File: src/rtl/program_loader.sv
// program_loader: writer side of the 32-word instruction memory.
// Accepts a length header followed by big-endian 32-bit words on a
// valid/ready byte stream. Each word goes to the next sequential address,
// and the core is held in reset until the whole image is loaded.
// Optional feature macro: LOADER_CHECKSUM_EN. When it is defined, the loader
// expects one trailing byte after the image, equal to the XOR of all data bytes.
module program_loader #(
  parameter int ADDR_W = 5
) (
  input  logic              clk,
  input  logic              reset,
  input  logic              start,
  input  logic [7:0]        byte_in,
  input  logic              byte_valid,
  output logic              byte_ready,
  output logic              imem_we,
  output logic [ADDR_W-1:0] imem_addr,
  output logic [31:0]       imem_data,
  output logic              core_reset,
  output logic              busy,
  output logic              done,
  output logic              len_err,
  output logic              chk_err
);

  localparam int          CNT_W   = ADDR_W + 1;
  localparam logic [31:0] DEPTH_U = 32'(1 << ADDR_W);

`ifdef LOADER_CHECKSUM_EN
  typedef enum logic [2:0] {S_IDLE, S_LEN, S_BYTE, S_WRITE, S_CHK, S_DONE} state_t;
`else
  typedef enum logic [2:0] {S_IDLE, S_LEN, S_BYTE, S_WRITE, S_DONE} state_t;
`endif

  state_t              state_q, state_d;
  logic [CNT_W-1:0]    len_q, len_d;           // words in the image (1..DEPTH)
  logic [CNT_W-1:0]    word_cnt_q, word_cnt_d; // one bit wider so L==DEPTH never wraps
  logic [1:0]          byte_cnt_q, byte_cnt_d;
  logic [23:0]         word_q, word_d;         // first three bytes of the word being assembled
  logic [ADDR_W-1:0]   addr_q, addr_d;
  logic [31:0]         data_q, data_d;
  logic                len_err_q, len_err_d;
`ifdef LOADER_CHECKSUM_EN
  logic [7:0]          xor_q, xor_d;
  logic                chk_err_q, chk_err_d;
`endif

  logic xfer;
  assign xfer = byte_valid && byte_ready;

  // Status outputs are pure functions of the state.
`ifdef LOADER_CHECKSUM_EN
  assign byte_ready = (state_q == S_LEN) || (state_q == S_BYTE) || (state_q == S_CHK);
  assign busy       = (state_q == S_LEN) || (state_q == S_BYTE) ||
                      (state_q == S_WRITE) || (state_q == S_CHK);
  assign chk_err    = chk_err_q;
`else
  assign byte_ready = (state_q == S_LEN) || (state_q == S_BYTE);
  assign busy       = (state_q == S_LEN) || (state_q == S_BYTE) || (state_q == S_WRITE);
  assign chk_err    = 1'b0;
`endif
  assign imem_we    = (state_q == S_WRITE);
  assign done       = (state_q == S_DONE);
  assign core_reset = (state_q != S_DONE);
  assign imem_addr  = addr_q;
  assign imem_data  = data_q;
  assign len_err    = len_err_q;

  // State and datapath registers; reset discards any partial word.
  always_ff @(posedge clk) begin
    if (reset) begin
      state_q    <= S_IDLE;
      len_q      <= '0;
      word_cnt_q <= '0;
      byte_cnt_q <= '0;
      word_q     <= '0;
      addr_q     <= '0;
      data_q     <= '0;
      len_err_q  <= 1'b0;
`ifdef LOADER_CHECKSUM_EN
      xor_q      <= '0;
      chk_err_q  <= 1'b0;
`endif
    end else begin
      state_q    <= state_d;
      len_q      <= len_d;
      word_cnt_q <= word_cnt_d;
      byte_cnt_q <= byte_cnt_d;
      word_q     <= word_d;
      addr_q     <= addr_d;
      data_q     <= data_d;
      len_err_q  <= len_err_d;
`ifdef LOADER_CHECKSUM_EN
      xor_q      <= xor_d;
      chk_err_q  <= chk_err_d;
`endif
    end
  end

  // Next-state logic: header decode, word assembly, write sequencing.
  always_comb begin
    state_d    = state_q;
    len_d      = len_q;
    word_cnt_d = word_cnt_q;
    byte_cnt_d = byte_cnt_q;
    word_d     = word_q;
    addr_d     = addr_q;
    data_d     = data_q;
    len_err_d  = len_err_q;
`ifdef LOADER_CHECKSUM_EN
    xor_d      = xor_q;
    chk_err_d  = chk_err_q;
`endif
    case (state_q)
      S_IDLE, S_DONE: begin
        if (start) begin
          state_d    = S_LEN;
          len_err_d  = 1'b0;
          word_cnt_d = '0;
`ifdef LOADER_CHECKSUM_EN
          chk_err_d  = 1'b0;
          xor_d      = '0;
`endif
        end
      end
      S_LEN: begin
        if (xfer) begin
          if (byte_in == 8'd0) begin
            state_d = S_DONE;
          end else if (32'(byte_in) > DEPTH_U) begin
            len_err_d = 1'b1;
            state_d   = S_IDLE;
          end else begin
            len_d      = CNT_W'(byte_in);
            byte_cnt_d = '0;
            state_d    = S_BYTE;
          end
        end
      end
      S_BYTE: begin
        if (xfer) begin
          word_d     = {word_q[15:0], byte_in};
          byte_cnt_d = byte_cnt_q + 2'd1;
`ifdef LOADER_CHECKSUM_EN
          xor_d      = xor_q ^ byte_in;
`endif
          if (byte_cnt_q == 2'd3) begin
            addr_d  = word_cnt_q[ADDR_W-1:0];
            data_d  = {word_q, byte_in};
            state_d = S_WRITE;
          end
        end
      end
      S_WRITE: begin
        if (word_cnt_q == len_q - CNT_W'(1)) begin
`ifdef LOADER_CHECKSUM_EN
          state_d = S_CHK;
`else
          state_d = S_DONE;
`endif
        end else begin
          word_cnt_d = word_cnt_q + CNT_W'(1);
          byte_cnt_d = '0;
          state_d    = S_BYTE;
        end
      end
`ifdef LOADER_CHECKSUM_EN
      S_CHK: begin
        if (xfer) begin
          if (byte_in == xor_q) begin
            state_d = S_DONE;
          end else begin
            chk_err_d = 1'b1;
            state_d   = S_IDLE;
          end
        end
      end
`endif
      default: state_d = S_IDLE;
    endcase
  end

endmodule
File: config.mk
export PLATFORM = sky130hd
export DESIGN_NAME = program_loader
export DESIGN_NICKNAME = d
export VERILOG_FILES = /design/src/rtl/program_loader.sv
export SDC_FILE = /design/constraint.sdc
export NUM_CORES = 1
export LEC_CHECK = 0
export ABC_AREA = 1
export CELL_PAD_IN_SITES_DETAIL_PLACEMENT = 1
export CELL_PAD_IN_SITES_GLOBAL_PLACEMENT = 1
export CORE_MARGIN = 1
export CORE_UTILIZATION = 38
export DETAILED_ROUTE_END_ITERATION = 8
export DONT_BUFFER_PORTS = 1
export PLACE_DENSITY_LB_ADDON = 0.1
export SLEW_MARGIN = 10
export SYNTH_ARGS = -nofsm -noshare
export SYNTH_HDL_FRONTEND = slang
export SYNTH_SLANG_ARGS = --single-unit
File: constraint.sdc
create_clock -name clk -period 1.6 [get_ports clk]
set_input_delay 0.32 -clock clk [delete_from_list [all_inputs] [get_ports clk]]
set_output_delay 0.32 -clock clk [all_outputs]
set_load 0.02 [all_outputs]
# Word-level counts from Yosys, hierarchy flattened

Index checks and enable logic that the tools add are counted.

Register bits: 79
Input bits: 12
Output and inout bits: 44
Word-level logic and storage cells: 67

Add/sub/neg operators: 3
Magnitude comparators: 1
Equality and inequality tests: 15
Muxes and demuxes: 22
Bitwise logic cells: 2
Reductions and logical operators: 16

Operators with widths:

| operator            | count |
|---|---|
| $mux 3              | 6 |
| $mux 2              | 6 |
| $mux 6              | 2 |
| $ne 2x2->1 const B  | 6 |
| $pmux 3 s4          | 1 |
| $pmux 6 s2          | 1 |
| $gt 8x6->1 const B  | 1 |
| $logic_not 8->1     | 1 |
| $reduce_and 4->1    | 2 |
| $add 6x1->6 const B | 1 |
| $eq 3x2->1 const B  | 2 |
| $eq 6x6->1          | 1 |
| $pmux 2 s3          | 1 |
| $reduce_and 3->1    | 2 |
| $reduce_and 6->1    | 1 |
| $sub 6x1->6 const B | 1 |
| $reduce_and 5->1    | 1 |
| $mux 1              | 4 |
| $ne 2x1->1 const B  | 2 |
| $reduce_bool 2->1   | 2 |
| $eq 3x1->1 const B  | 1 |
| $eq 3x3->1 const B  | 1 |
| $logic_not 3->1     | 1 |
| $ne 3x3->1 const B  | 1 |
| 9 further kinds     | 11 |

# Logic depth before layout (Yosys ltp)

Depth in word-level cells: 5
Gate-level depth with buffers: 14
Mapped depth without buffers: 14

# Least setup slack after synthesis

Ideal clock, no wire load.

Kind: reg-to-reg
From: reg len_q[0]
To: reg byte_cnt_q[0]
Setup time: 115 ps
Data arrival time: 1484 ps
Required time: 1485 ps
Setup slack: 1 ps
Cell stages (with the launch flop): 14
Buffers on the path: 0
Clock period less this slack: 1599 ps
Cells stage by stage: dfxtp_1 inv_2 ha_1 inv_1 nand2_1 nand2_1 nor2_1 nand3_1 nor2_4 nand3_2 nand2_2 nand2_2 a21oi_1 nor2_1

Longest elaborated chain between the ends: 4

Ends and longest elaborated chain:

| item                       | line | RTL |
|---|---|---|
| from (decl)                | 36   | `logic [CNT_W-1:0] len_q, len_d;` |
| from (signal assigned)     | 86   | `len_q <= len_d;` |
| $sub 6x1->6                | 155  | `if (word_cnt_q == len_q - CNT_W'(1)) begin` |
| $eq 6x6->1                 | 155  |  |
| $ne 2x2->1 (no line)       | --   |  |
| $reduce_and 6->1 (no line) | --   |  |
| to (signal assigned)       | 88   | `byte_cnt_q <= byte_cnt_d;` |
| to (decl)                  | 38   | `logic [1:0] byte_cnt_q, byte_cnt_d;` |

Every way passes these cells.
A chain may end at the register's enable or synchronous reset.

# Worst setup path after layout

From: reg len_q[0]
To: reg state_q[2]

Longest elaborated chain between the ends: 4

Ends and longest elaborated chain:

| item                 | line | RTL |
|---|---|---|
| $sub 6x1->6          | 155  |  |
| $eq 6x6->1           | 155  |  |
| $mux 3               | 155  |  |
| $pmux 3 s4           | 114  | `case (state_q)` |
| to (signal assigned) | 85   | `state_q <= state_d;` |
| to (decl)            | 35   | `state_t state_q, state_d;` |

Every way passes these cells.

==> summary.txt <==
Timing
  – Final min period: 1686 ps
  – TNS Setup: -674.6 ps
  – Hold WS: 19.78 ps
  – Fin crit share: 1.054
  – Final Hold Viols: 0
  – RSZ-0062 raised after global routing: yes
  – Fmax: 593.0 MHz
  – PnR worst setup slack: -86.30 ps
  – Setup violations, final: 11
  – Layout Skew: 7.425 ps
  – Max Slew Vio Count: 0

Synthesis
  – Warnings from Yosys: 0
  – Synth top area cells: dfxtp_1 48%, nor2_1 7.6%, a21oi_1 6.8%
  – Post-synthesis net count: 449
  – Yosys top cell area share: 0.4761
  – Synth Cell Area: 3322 um2
  – Seq/Total Area, Yosys: 0.4761
  – Cell taking the most area after synthesis: dfxtp_1
  – #FFs+latches synth: 79
  – Cell count after synthesis: 434
  – Syn avg cell area: 7.654 um2
  – Synth unique cells: 35

Layout
  – P&R area growth vs syn: 18.23%
  – Fin cells: 560
  – Util after Layout: 0.4709
  – Antenna diodes: 0
  – Layout cells sized above 1: 0.2176
  – Fill cells: 1032
  – Layout Nets: 465

Global route
  – Vias in the first global route: 2866
  – Largest net degree at the start of global routing: 34
  – GRT Residual Overflow: 0
  – First-pass GRT wire length: 14300 um
  – Antenna violations before repair: 0
  – Total Routing Usage GR: 0.2098

Outcome
  – Status: finished, violations left
  – Violated checks: setup timing

Clocking
  – Cts hold-fix bufs: 0
  – Cts bufs inserted: 9
  – Clock sink count: 79
  – CTS tree: built
  – H-Tree Depth: 3
  – CTS root buf: clkbuf_8
  – Clock buffer depth: 2
  – Clock Latency Late Sink: 350 ps
  – Clock-pin slew on the worst setup and hold paths: 80 ps

Floorplanning
  – Initial Utilization: 0.3983
  – Core area: 8341 um2
  – FP Rows: 33
  – Die height: 95.50 um
  – Die ar.: 9120 um2
  – IO Count: 56
  – Chip width: 95.50 um

Critical path
  – CP Capture Type: register
  – CP Cell Sequence: inv_2 -> ha_4 -> inv_2 -> nand2_2 -> nand2_2 -> nor2_4 -> nand3_2 -> nor2_4 -> nand4_4 -> o21ai_1 -> nand2_1 -> a21oi_1
  – CP max stage delay: 340 ps
  – Worst r2r dst: state_q[2]
  – CP delay by family, top: simple AND/OR/NAND/NOR gates
  – Req. time, crit path: 1870 ps
  – Worst path bufs/invs: 2
  – R2r setup slk: -90 ps
  – Setup Crit Path Kind: reg2reg
  – Worst path slowest cell: dfxtp_2
  – RR Startpoint: len_q[0]
  – CP Max Fanout: 6
  – CP Launch Type: register
  – Register-to-Register Path Depth: 12
  – Endpoint arrival time on the critical path: 1960 ps

Placement
  – Final Wtd Congestion: 0.7789
  – Inst Count DP: 532
  – Port bufs: 0
  – Post-DP HPWL: 5981 um

Pwr
  – Power, Total: 4039 uW
  – Leakage: 0.001659 uW
  – Power Density: 1028 nW/um2
  – Peak VDD IR: 0.3984 mV

Min path
  – Hold path startpoint: reset
  – Worst hold path type: in2reg
  – Hold EP: state_q[1]
  – Hold depth: 1

Flow run
  – Max_cap viols: 0

Drt
  – DRC viols: 0
  – WL/cell: 16.70 um
  – Routed Wire Length: 9353 um
  – DR iter-0 viols: 63
  – DR vias: 2940
  – DR pass1 iterations: 4
  – Average vias per placed instance: 5.250
  – Post-route ant nets: 0
[worst max-delay path by stage]
stage / start / endpoint / cells after the start
after floorplan: len_q[0] / byte_cnt_q[0] / 13
after global placement: len_q[0] / byte_cnt_q[1] / 13
after detailed placement: len_q[0] / byte_cnt_q[1] / 13
after CTS: len_q[1] / byte_cnt_q[0] / 14
final: len_q[0] / state_q[2] / 12
after global routing: len_q[0] / state_q[2] / 12
[stage by stage]
step | area, um2 | setup WS (ps)
6_report | 3928 | -86.30
5_1_grt | 3928 | -234.8
4_1_cts | 3767 | -132.5
3_5_place_dp | 3468 | -141.7
3_3_place_gp | 3468 | -66.25
2_1_floorplan | 3322 | 0.5806
[power by group]
part,internal (uW),switching [uW],total [uW]
Combinational,111,222,334
Sequential,1990,21.2,2010
Clock,932,764,1700
[synthesized netlist by cell type]
library cell / instances
buf_2: 5
o21ai_1: 32
buf_4: 5
nor3_1: 2
nand2_2: 3
xor2_1: 1
or2_2: 1
a31oi_1: 1
conb_1: 1
a21oi_2: 3
xnor2_1: 2
nor2_8: 1
nand2_1: 59
nand4_4: 1
o31ai_1: 1
o21ai_2: 1
o21ai_0: 22
nor2_2: 3
and3_1: 1
nand3_2: 1
buf_1: 1
nor2_4: 3
nor2_1: 67
a211oi_1: 11
ha_1: 3
a21oi_1: 45
nand4_1: 6
buf_6: 2
inv_2: 10
inv_1: 36
nand3_4: 1
clkbuf_1: 9
nand3_1: 14
dfxtp_1: 79
nor3b_1: 1
[cell families (layout without fill, tap and decap cells)]
kind of cell,Yosys count,count (layout),synth area share
XOR/XNOR,3,3,0.007911
AO/OA/AOI/OAI,116,116,0.1887
AND/OR/NAND/NOR,164,164,0.2260
other,1,1,0.001129
flip-flops,79,79,0.4761
buffers and inverters,68,89,0.08889
adder cells (fa/ha/maj),3,3,0.01130
[cells in the final DEF, fill, tap and decap left out, types with 3 or more instances in the layout]
| cell | n |
|---|---|
| nand2_4 | 5 |
| nand4_1 | 6 |
| buf_4 | 23 |
| clkbuf_8 | 10 |
| nand2_2 | 7 |
| inv_4 | 3 |
| inv_1 | 32 |
| a211oi_1 | 11 |
| nand3_1 | 12 |
| nand3_2 | 3 |
| dfxtp_2 | 4 |
| o21ai_1 | 35 |
| nor2_1 | 63 |
| o21ai_0 | 19 |
| nor2_4 | 5 |
| dfxtp_1 | 74 |
| a21oi_2 | 8 |
| inv_2 | 11 |
| nand2_1 | 50 |
| a21oi_1 | 40 |
| nor2_2 | 5 |
[state kept, by name (all words and copies together), names as in the netlist]
name / flops
byte_cnt_q: 2
word_q: 24
imem_data: 32
len_err: 1
len_q: 6
word_cnt_q: 6
state_q: 3
imem_addr: 5
[layer usage]
layer	global-route usage	vias up	wire length, um
met3	0.05024	10	464
met5	0	-	0
met4	0.07463	0	125
li1	-	1448	-
met2	0.3238	56	4239
met1	0.2845	1426	4523
[timing repair]
action | 4_1_cts | 5_1_grt
setup endpoints to repair | 13 | 24
endpoints found under the hold margin | 0 | 0
gates resized for setup | 19 | 27
pin swaps | 8 | 19
gates cloned | 0 | 1
buffers inserted | 3 | 8
[final cells by class]
type	instances	area [um2]	share of cell area
tap	105	131.4	0.03345
sequential	79	1590	0.4049
multi-input combinational	287	1554	0.3957
timing repair buffer	27	249.0	0.06340
clock buffer	12	145.1	0.03695
clock inverter	4	77.57	0.01975
inverter	46	180.2	0.04587
Note: power is estimated with default switching activity, not from simulation.
